File: config.mk
export PLATFORM = sky130hd
export DESIGN_NAME = oped_axil_csr
export DESIGN_NICKNAME = d
export VERILOG_FILES = /design/src/rtl/oped_csr_pkg.sv /design/src/rtl/oped_csr_regs.sv /design/src/rtl/oped_axil_csr.sv
export SDC_FILE = /design/constraint.sdc
export NUM_CORES = 1
export LEC_CHECK = 0
export CAP_MARGIN = 20
export CORE_MARGIN = 5
export CORE_UTILIZATION = 55
export DETAILED_ROUTE_END_ITERATION = 8
export GPL_ROUTABILITY_DRIVEN = 1
export PLACE_DENSITY = 0.86
export SYNTH_ARGS = -nofsm -noshare
export SYNTH_HDL_FRONTEND = slang
export SYNTH_HIERARCHICAL = 1
export SYNTH_SLANG_ARGS = --single-unit
File: constraint.sdc
create_clock -name ACLK -period 3.68 [get_ports ACLK]
set_clock_uncertainty 0.1 [all_clocks]
set_input_delay 0.736 -clock ACLK [delete_from_list [all_inputs] [get_ports ACLK]]
set_output_delay 0.736 -clock ACLK [all_outputs]
set_load 0.01 [all_outputs]
File: src/rtl/oped_csr_pkg.sv
// Shared definitions for the OPED AXI4-Lite control/status register block:
// register offsets, AXI response codes and the held write request.
package oped_csr_pkg;

    localparam logic [31:0] OFF_ID      = 32'h00;
    localparam logic [31:0] OFF_SCRATCH = 32'h04;
    localparam logic [31:0] OFF_CONTROL = 32'h08;
    localparam logic [31:0] OFF_STATUS  = 32'h0C;
    localparam logic [31:0] OFF_COUNT   = 32'h10;
    localparam logic [31:0] OFF_EVENT   = 32'h14;

    localparam logic [1:0] RESP_OKAY   = 2'b00;
    localparam logic [1:0] RESP_SLVERR = 2'b10;
    localparam logic [1:0] RESP_DECERR = 2'b11;

    typedef enum logic [2:0] {
        SEL_ID,
        SEL_SCRATCH,
        SEL_CONTROL,
        SEL_STATUS,
        SEL_COUNT,
        SEL_EVENT,
        SEL_NONE
    } reg_sel_e;

    typedef struct packed {
        logic [31:0] addr;
        logic [31:0] data;
        logic [3:0]  strb;
    } wr_req_t;

    function automatic reg_sel_e decode_off(input logic [31:0] off);
        reg_sel_e sel;
        case (off)
            OFF_ID:      sel = SEL_ID;
            OFF_SCRATCH: sel = SEL_SCRATCH;
            OFF_CONTROL: sel = SEL_CONTROL;
            OFF_STATUS:  sel = SEL_STATUS;
            OFF_COUNT:   sel = SEL_COUNT;
            OFF_EVENT:   sel = SEL_EVENT;
            default:     sel = SEL_NONE;
        endcase
        return sel;
    endfunction

endpackage

File: src/rtl/oped_csr_regs.sv
// Register storage, free-running counter, W1C event latches and the
// combinational read mux; the AXI handshakes live in the top module.
module oped_csr_regs
    import oped_csr_pkg::*;
#(
    parameter logic [31:0] ID_VALUE   = 32'h4F504544,
    parameter logic [31:0] CTRL_RESET = 32'h0,
    parameter int          NUM_EVENTS = 8,
    parameter int          ADDR_W     = 8
) (
    input  logic                  clk,
    input  logic                  rst_n,
    input  logic                  wr_en,
    input  wr_req_t               wr_req,
    output logic [1:0]            wr_resp,
    input  logic [31:0]           rd_addr,
    output logic [31:0]           rd_data,
    output logic [1:0]            rd_resp,
    input  logic [31:0]           status_i,
    input  logic [NUM_EVENTS-1:0] event_i,
    output logic [31:0]           ctrl_o
);

    logic [31:0]           scratch_q, scratch_d;
    logic [31:0]           ctrl_q, ctrl_d;
    logic [31:0]           count_q, count_d;
    logic [NUM_EVENTS-1:0] event_q, event_d;
    logic [31:0]           byte_mask;
    logic [31:0]           clr_bits;
    reg_sel_e              wr_sel, rd_sel;
    logic                  unused_bits;

    // Only ADDR[ADDR_W-1:2] selects a register; the byte lane bits are dropped.
    function automatic logic [31:0] word_off(input logic [31:0] a);
        return 32'({a[ADDR_W-1:2], 2'b00});
    endfunction

    for (genvar gi = 0; gi < 4; gi++) begin : g_strb
        assign byte_mask[gi*8 +: 8] = {8{wr_req.strb[gi]}};
    end

    assign wr_sel      = decode_off(word_off(wr_req.addr));
    assign rd_sel      = decode_off(word_off(rd_addr));
    assign clr_bits    = wr_req.data & byte_mask;
    assign unused_bits = ^{wr_req.addr, rd_addr, clr_bits};

    always_comb begin
        scratch_d = scratch_q;
        ctrl_d    = ctrl_q;
        count_d   = count_q + 32'd1;
        event_d   = event_q | event_i;
        if (wr_en) begin
            case (wr_sel)
                SEL_SCRATCH: scratch_d = (scratch_q & ~byte_mask) | (wr_req.data & byte_mask);
                SEL_CONTROL: ctrl_d    = (ctrl_q & ~byte_mask) | (wr_req.data & byte_mask);
                // A new pulse on a bit being cleared keeps the bit set.
                SEL_EVENT:   event_d   = (event_q & ~clr_bits[NUM_EVENTS-1:0]) | event_i;
                default:     ;
            endcase
        end
    end

    always_comb begin
        case (wr_sel)
            SEL_SCRATCH, SEL_CONTROL, SEL_EVENT: wr_resp = RESP_OKAY;
            SEL_ID, SEL_STATUS, SEL_COUNT:       wr_resp = RESP_SLVERR;
            default:                             wr_resp = RESP_DECERR;
        endcase
    end

    always_comb begin
        rd_data = 32'h0;
        rd_resp = RESP_OKAY;
        case (rd_sel)
            SEL_ID:      rd_data = ID_VALUE;
            SEL_SCRATCH: rd_data = scratch_q;
            SEL_CONTROL: rd_data = ctrl_q;
            SEL_STATUS:  rd_data = status_i;
            SEL_COUNT:   rd_data = count_q;
            SEL_EVENT:   rd_data = 32'(event_q);
            default:     rd_resp = RESP_DECERR;
        endcase
    end

    always_ff @(posedge clk or negedge rst_n) begin
        if (!rst_n) begin
            scratch_q <= 32'h0;
            ctrl_q    <= CTRL_RESET;
            count_q   <= 32'h0;
            event_q   <= '0;
        end else begin
            scratch_q <= scratch_d;
            ctrl_q    <= ctrl_d;
            count_q   <= count_d;
            event_q   <= event_d;
        end
    end

    assign ctrl_o = ctrl_q;

endmodule

File: src/rtl/oped_axil_csr.sv
// AXI4-Lite responder for the OPED control plane: independent AW/W capture,
// one outstanding write and one outstanding read, registered read data.
module oped_axil_csr
    import oped_csr_pkg::*;
#(
    parameter logic [31:0] ID_VALUE   = 32'h4F504544,
    parameter logic [31:0] CTRL_RESET = 32'h0,
    parameter int          NUM_EVENTS = 8,
    parameter int          ADDR_W     = 8
) (
    input  logic                  ACLK,
    input  logic                  ARESETN,
    input  logic [31:0]           S_AXI_AWADDR,
    input  logic [2:0]            S_AXI_AWPROT,
    input  logic                  S_AXI_AWVALID,
    output logic                  S_AXI_AWREADY,
    input  logic [31:0]           S_AXI_WDATA,
    input  logic [3:0]            S_AXI_WSTRB,
    input  logic                  S_AXI_WVALID,
    output logic                  S_AXI_WREADY,
    output logic [1:0]            S_AXI_BRESP,
    output logic                  S_AXI_BVALID,
    input  logic                  S_AXI_BREADY,
    input  logic [31:0]           S_AXI_ARADDR,
    input  logic [2:0]            S_AXI_ARPROT,
    input  logic                  S_AXI_ARVALID,
    output logic                  S_AXI_ARREADY,
    output logic [31:0]           S_AXI_RDATA,
    output logic [1:0]            S_AXI_RRESP,
    output logic                  S_AXI_RVALID,
    input  logic                  S_AXI_RREADY,
    output logic [31:0]           ctrl_o,
    input  logic [31:0]           status_i,
    input  logic [NUM_EVENTS-1:0] event_i
);

    wr_req_t     req_q, req_d;
    logic        aw_full_q, aw_full_d;
    logic        w_full_q, w_full_d;
    logic        bvalid_q, bvalid_d;
    logic [1:0]  bresp_q, bresp_d;
    logic        rvalid_q, rvalid_d;
    logic [1:0]  rresp_q, rresp_d;
    logic [31:0] rdata_q, rdata_d;
    logic        rdy_en_q, rdy_en_d;
    logic        aw_hs, w_hs, ar_hs, commit;
    logic [1:0]  wr_resp, rd_resp;
    logic [31:0] rd_data;
    logic        unused_prot;

    assign unused_prot   = ^{S_AXI_AWPROT, S_AXI_ARPROT};
    assign rdy_en_d      = 1'b1;

    assign S_AXI_AWREADY = rdy_en_q & ~aw_full_q & ~bvalid_q;
    assign S_AXI_WREADY  = rdy_en_q & ~w_full_q & ~bvalid_q;
    assign S_AXI_ARREADY = rdy_en_q & ~rvalid_q;
    assign aw_hs         = S_AXI_AWVALID & S_AXI_AWREADY;
    assign w_hs          = S_AXI_WVALID & S_AXI_WREADY;
    assign ar_hs         = S_AXI_ARVALID & S_AXI_ARREADY;
    assign commit        = aw_full_q & w_full_q & ~bvalid_q;

    always_comb begin
        req_d     = req_q;
        aw_full_d = aw_full_q;
        w_full_d  = w_full_q;
        bvalid_d  = bvalid_q;
        bresp_d   = bresp_q;
        if (aw_hs) begin
            req_d.addr = S_AXI_AWADDR;
            aw_full_d  = 1'b1;
        end
        if (w_hs) begin
            req_d.data = S_AXI_WDATA;
            req_d.strb = S_AXI_WSTRB;
            w_full_d   = 1'b1;
        end
        if (commit) begin
            aw_full_d = 1'b0;
            w_full_d  = 1'b0;
            bvalid_d  = 1'b1;
            bresp_d   = wr_resp;
        end else if (bvalid_q && S_AXI_BREADY) begin
            bvalid_d = 1'b0;
        end
    end

    // Read data is captured from the pre-edge register values, so a same-edge
    // write commit or COUNT increment is not visible to this read.
    always_comb begin
        rvalid_d = rvalid_q;
        rdata_d  = rdata_q;
        rresp_d  = rresp_q;
        if (ar_hs) begin
            rvalid_d = 1'b1;
            rdata_d  = rd_data;
            rresp_d  = rd_resp;
        end else if (rvalid_q && S_AXI_RREADY) begin
            rvalid_d = 1'b0;
        end
    end

    always_ff @(posedge ACLK or negedge ARESETN) begin
        if (!ARESETN) begin
            req_q     <= '0;
            aw_full_q <= 1'b0;
            w_full_q  <= 1'b0;
            bvalid_q  <= 1'b0;
            bresp_q   <= RESP_OKAY;
            rvalid_q  <= 1'b0;
            rdata_q   <= 32'h0;
            rresp_q   <= RESP_OKAY;
            rdy_en_q  <= 1'b0;
        end else begin
            req_q     <= req_d;
            aw_full_q <= aw_full_d;
            w_full_q  <= w_full_d;
            bvalid_q  <= bvalid_d;
            bresp_q   <= bresp_d;
            rvalid_q  <= rvalid_d;
            rdata_q   <= rdata_d;
            rresp_q   <= rresp_d;
            rdy_en_q  <= rdy_en_d;
        end
    end

    assign S_AXI_BVALID = bvalid_q;
    assign S_AXI_BRESP  = bresp_q;
    assign S_AXI_RVALID = rvalid_q;
    assign S_AXI_RDATA  = rdata_q;
    assign S_AXI_RRESP  = rresp_q;

    oped_csr_regs #(
        .ID_VALUE   (ID_VALUE),
        .CTRL_RESET (CTRL_RESET),
        .NUM_EVENTS (NUM_EVENTS),
        .ADDR_W     (ADDR_W)
    ) u_regs (
        .clk      (ACLK),
        .rst_n    (ARESETN),
        .wr_en    (commit),
        .wr_req   (req_q),
        .wr_resp  (wr_resp),
        .rd_addr  (S_AXI_ARADDR),
        .rd_data  (rd_data),
        .rd_resp  (rd_resp),
        .status_i (status_i),
        .event_i  (event_i),
        .ctrl_o   (ctrl_o)
    );

endmodule

After elaboration in Yosys (flattened, before gate mapping)
Index checks and enable logic that the tools add are counted.
{"block": "totals", "input_bits": 153, "out_inout_bits": 73, "word_cells": 90, "reg_bits": 189}
{"block": "classes", "n_addsub": 1, "eq_ne": 20, "muxes": 15, "n_reduce_logical": 15, "n_bitwise": 24}
{"cell": "32-bit one-hot mux with 6 select lines", "n": 1}
{"cell": "32-bit AND", "n": 3}
{"cell": "32-bit bitwise OR", "n": 2}
{"cell": "3-bit one-hot mux with 6 select lines", "n": 2}
{"cell": "32-bit by 1-bit adder with 32-bit output (second input constant)", "n": 1}
{"cell": "32-bit NOT", "n": 1}
{"cell": "6-bit by 2-bit equality test with 1-bit output (second input constant)", "n": 4}
{"cell": "6-bit by 3-bit equality test with 1-bit output (second input constant)", "n": 4}
{"cell": "8-bit two-way mux", "n": 2}
{"cell": "8-bit bitwise OR", "n": 2}
{"cell": "3-bit by 2-bit equality test with 1-bit output (second input constant)", "n": 4}
{"cell": "3-bit equality test (second input constant)", "n": 4}
{"cell": "6-bit by 1-bit equality test with 1-bit output (second input constant)", "n": 2}
{"cell": "6-bit zero test", "n": 2}
{"cell": "1-bit AND", "n": 10}
{"cell": "8-bit AND", "n": 1}
{"cell": "1-bit two-way mux", "n": 8}
{"cell": "8-bit NOT", "n": 1}
{"cell": "2-bit nonzero test", "n": 4}
{"cell": "3-bit by 1-bit equality test with 1-bit output (second input constant)", "n": 2}
{"cell": "3-bit zero test", "n": 2}
{"cell": "3-bit OR reduction", "n": 2}
{"cell": "6-bit OR reduction", "n": 1}
{"cell": "1-bit NOT", "n": 4}
{"cell": "4 further kinds", "n": 6}

Logic depth before layout (Yosys ltp)
{"block": "depth", "word_depth": 6, "mapped_depth": 12}

Cells and area by module
The synthesis kept the hierarchy.
{"module": "oped_csr_regs", "instances": 1, "seq_area_each_um2": 2602.5, "cells_per_inst": 550, "area_each_um2": 5684.2}
{"module": "oped_axil_csr", "instances": 1, "seq_area_each_um2": 2727.6, "cells_per_inst": 242, "area_each_um2": 4366.7}

Worst setup path after synthesis
No wires, ideal clock.
{"block": "synth_path", "kind": "in2reg", "from": "input S_AXI_ARADDR[3]", "to": "register rdata_q[4], in the netlist S_AXI_RDATA[4]", "stages": 12, "t_arrival_ps": 2937, "required_time_ps": 3455, "setup_time_ps": 125, "slack_ps": 518, "path_cell_list": "buf_2 -> buf_2 -> nand3_1 -> clkbuf_1 -> ha_1 -> clkbuf_1 -> inv_1 -> nand4_1 -> clkbuf_1 -> a2bb2oi_1 -> a21oi_1 -> mux2_2"}
{"block": "synth_between", "elab_chain_cells": 4}
{"item": "from (decl)", "line": "oped_axil_csr.sv:24", "source": "input logic [31:0] S_AXI_ARADDR,"}
{"item": "6-bit by 3-bit equality test with 1-bit output (tied with other cells)", "line": "oped_csr_pkg.sv:34", "source": "case (off)"}
{"item": "3-bit one-hot mux with 6 select lines *", "line": "oped_csr_pkg.sv:34"}
{"item": "3-bit equality test (tied with other cells)", "line": "oped_csr_regs.sv:74", "source": "case (rd_sel)"}
{"item": "32-bit one-hot mux with 6 select lines *", "line": "oped_csr_regs.sv:74"}
{"item": "via rd_data[4]", "line": "oped_axil_csr.sv:48", "source": "logic [31:0] rd_data;"}
{"item": "to (signal assigned)", "line": "oped_axil_csr.sv:120", "source": "rdata_q <= rdata_d;"}
{"item": "to (decl)", "line": "oped_axil_csr.sv:44", "source": "logic [31:0] rdata_q, rdata_d;"}
Mark *: on every way through the listed nets, which the timed path passes. The rest lies on a longest branch.
A chain may end at the register's enable or synchronous reset.

Worst setup path after layout
{"block": "layout_path", "from": "input S_AXI_ARADDR[4]", "to": "register rdata_q[6], in the netlist S_AXI_RDATA[6]"}
The elaborated chain is that of the path after synthesis.

==> metrics <==
synth-to-layout area growth=28.53%; largest driver fanout on the critical path=22; largest net degree at the start of global routing=87; CTS root buf=clkbuf_16; clock network power share=0.337; CTS tree=built; Placed Area=10910 µm²; CTS max path bufs=2; final period utilization=0.8249; layout cells sized above 1=0.2332; Max-slew headroom=0.4581; remaining routing DRC violations=0; clock transition at the registers of the reported paths=70 ps; Core ar.=~16000 µm²; CTS buffer count=17; Crit Path Class=input port to register; final wirelength=23.70 mm; Mapped Area=8999 µm²; Die Area=19020 µm²; # setup viols final=0; 1st-iter DRT viols=approximately 490; Sink Count=187; I/O Buffers=167; Syn Inst Count=roughly 740; postcts setup bufs=0; Final Max Tran Viols=0; first-pass GRT wire length=approximately 38 mm; Synth Net Count=893; leak pwr=4.953 nW; status=finished clean; crit path DAT=roughly 3300 ps; cts-stage hold buffer count=0; yosys synthesis warning count=6; H-tree level count=4; Hold Vio Cnt, Final=0; DR vias=a little under 7000; Resize count post-CTS=0; ANT nets after route=0; IO Count=226; vias per cell=5.913; Least-Margin Pin Slew=approximately 800 ps; HPWL after DPL=17.12 mm; RSZ-0062 raised after global routing=no; Final nets=about 1100; Max IR drop VDD=367.8 µV; required time worst endpoint=about 3900 ps; Worst setup SP type=input port; Die W=137.9 µm; Die H=about 140 µm; maxcap violations=0; num rows=46; Fin Setup TNS=0 ps; Setup crit end kind=register; Sw Share=0.2568; clk_lat worst skew=430 ps; total iterations of the first detailed-routing run=6; ant diodes=0; fin crit period=between 3000 and 4000 ps; initial core utilization=0.5644; part of the power in registers=0.462; number of global-route vias before repair=6922; f_max=329.4 MHz; worst hold margin=269.0 ps; Internal=0.004423 W; design area=11570 µm²; GPL Wtd Cong=0.8724; PD cells=a little over 500 nW/µm²; initial antenna violation count=0; Congestion Overflow GR=0; P_sw=0.001529 W; Tightest Hold Check Type=input port to asynchronous set/reset pin; GR Util All Layers=0.2606; syn avg cell area=12.19 µm²; Comb pwr share=0.201; Routed WL per cell=20.83 µm
cell type report:
cell class / count / area, µm²
well taps: 216 / 270.3
multi-input cells: 494 / 4014
clock inverters: 10 / 188.9
clock buffers: 22 / 464.2
inverters: 17 / 63.81
flip-flops and latches: 187 / 4679
repair buffers: 192 / 1886
fillers: 1111 / 4377
worst max-delay path, cell delays in order:
cell and delay (ps):
clkdlybuf4s50_1 490, buf_4 210, nor2b_1 160, nand2_1 70, ha_1 420, inv_1 160
nand4_1 130, buf_4 300, o32a_1 210, a21oi_1 80, mux2_2 280
metal layers:
| layer | wire, µm | vias to the layer above | track usage |
|---|---|---|---|
| li1 | - | 3030 | - |
| met1 | 9594 | 3386 | 0.3460 |
| met2 | 11610 | 263 | 0.4203 |
| met3 | 1840 | 50 | 0.05588 |
| met4 | 659 | 0 | 0.1048 |
| met5 | 0 | - | 0 |
through the flow:
step                total power [W]  setup slack, ps    util  std cells
finish                     0.005952            644.3  0.7255       1138
global placement           0.003918            377.7  0.6845       1106
detailed placement         0.003985            294.4  0.6845       1106
floorplan                  0.003433            517.9       -        738
global route               0.006200            530.7  0.7255       1138
CTS                        0.005992            727.8  0.7255       1138
power groups by stage:
stage	clock network, W	logic, W	registers (W)
3_5_place_dp	0	0.00120	0.00278
2_1_floorplan	0	0.000723	0.00271
6_report	0.00200	0.00120	0.00275
3_3_place_gp	0	0.00116	0.00276
4_1_cts	0.00203	0.00121	0.00275
5_1_grt	0.00211	0.00129	0.00280
placed cells by master (no fill, tap or decap), types with 12 or more instances in the layout:
cell and count:
dfrtp_1 187, clkdlybuf4s50_1 166, mux2_2 107, nand2_1 42
mux2_4 35, nand3_1 34, o21ai_0 31, a21o_1 27
a21oi_1 26, xnor2_1 24, buf_4 23, clkbuf_16 17
inv_1 16, a22oi_1 15, nor3_1 15, a21boi_0 12
worst paths after layout:
check | startpoint | slack [ps] | end | depth (start not counted)
max in group asynchronous | ARESETN | 2440 | u_regs/count_q[20] | 2
hold / removal | ARESETN | 270 | asynchronous set/reset pin | 1
hold reg to reg | u_regs/event_q[5] | 380 | u_regs/event_q[5] | 1
setup / recovery | S_AXI_ARADDR[4] | 640 | S_AXI_RDATA[6] | 11
setup reg to reg | S_AXI_BVALID | 1270 | register | 6
min in group ACLK | u_regs/event_q[5] | 380 | u_regs/event_q[5] | 1
Power figures use the tool's default switching activity.
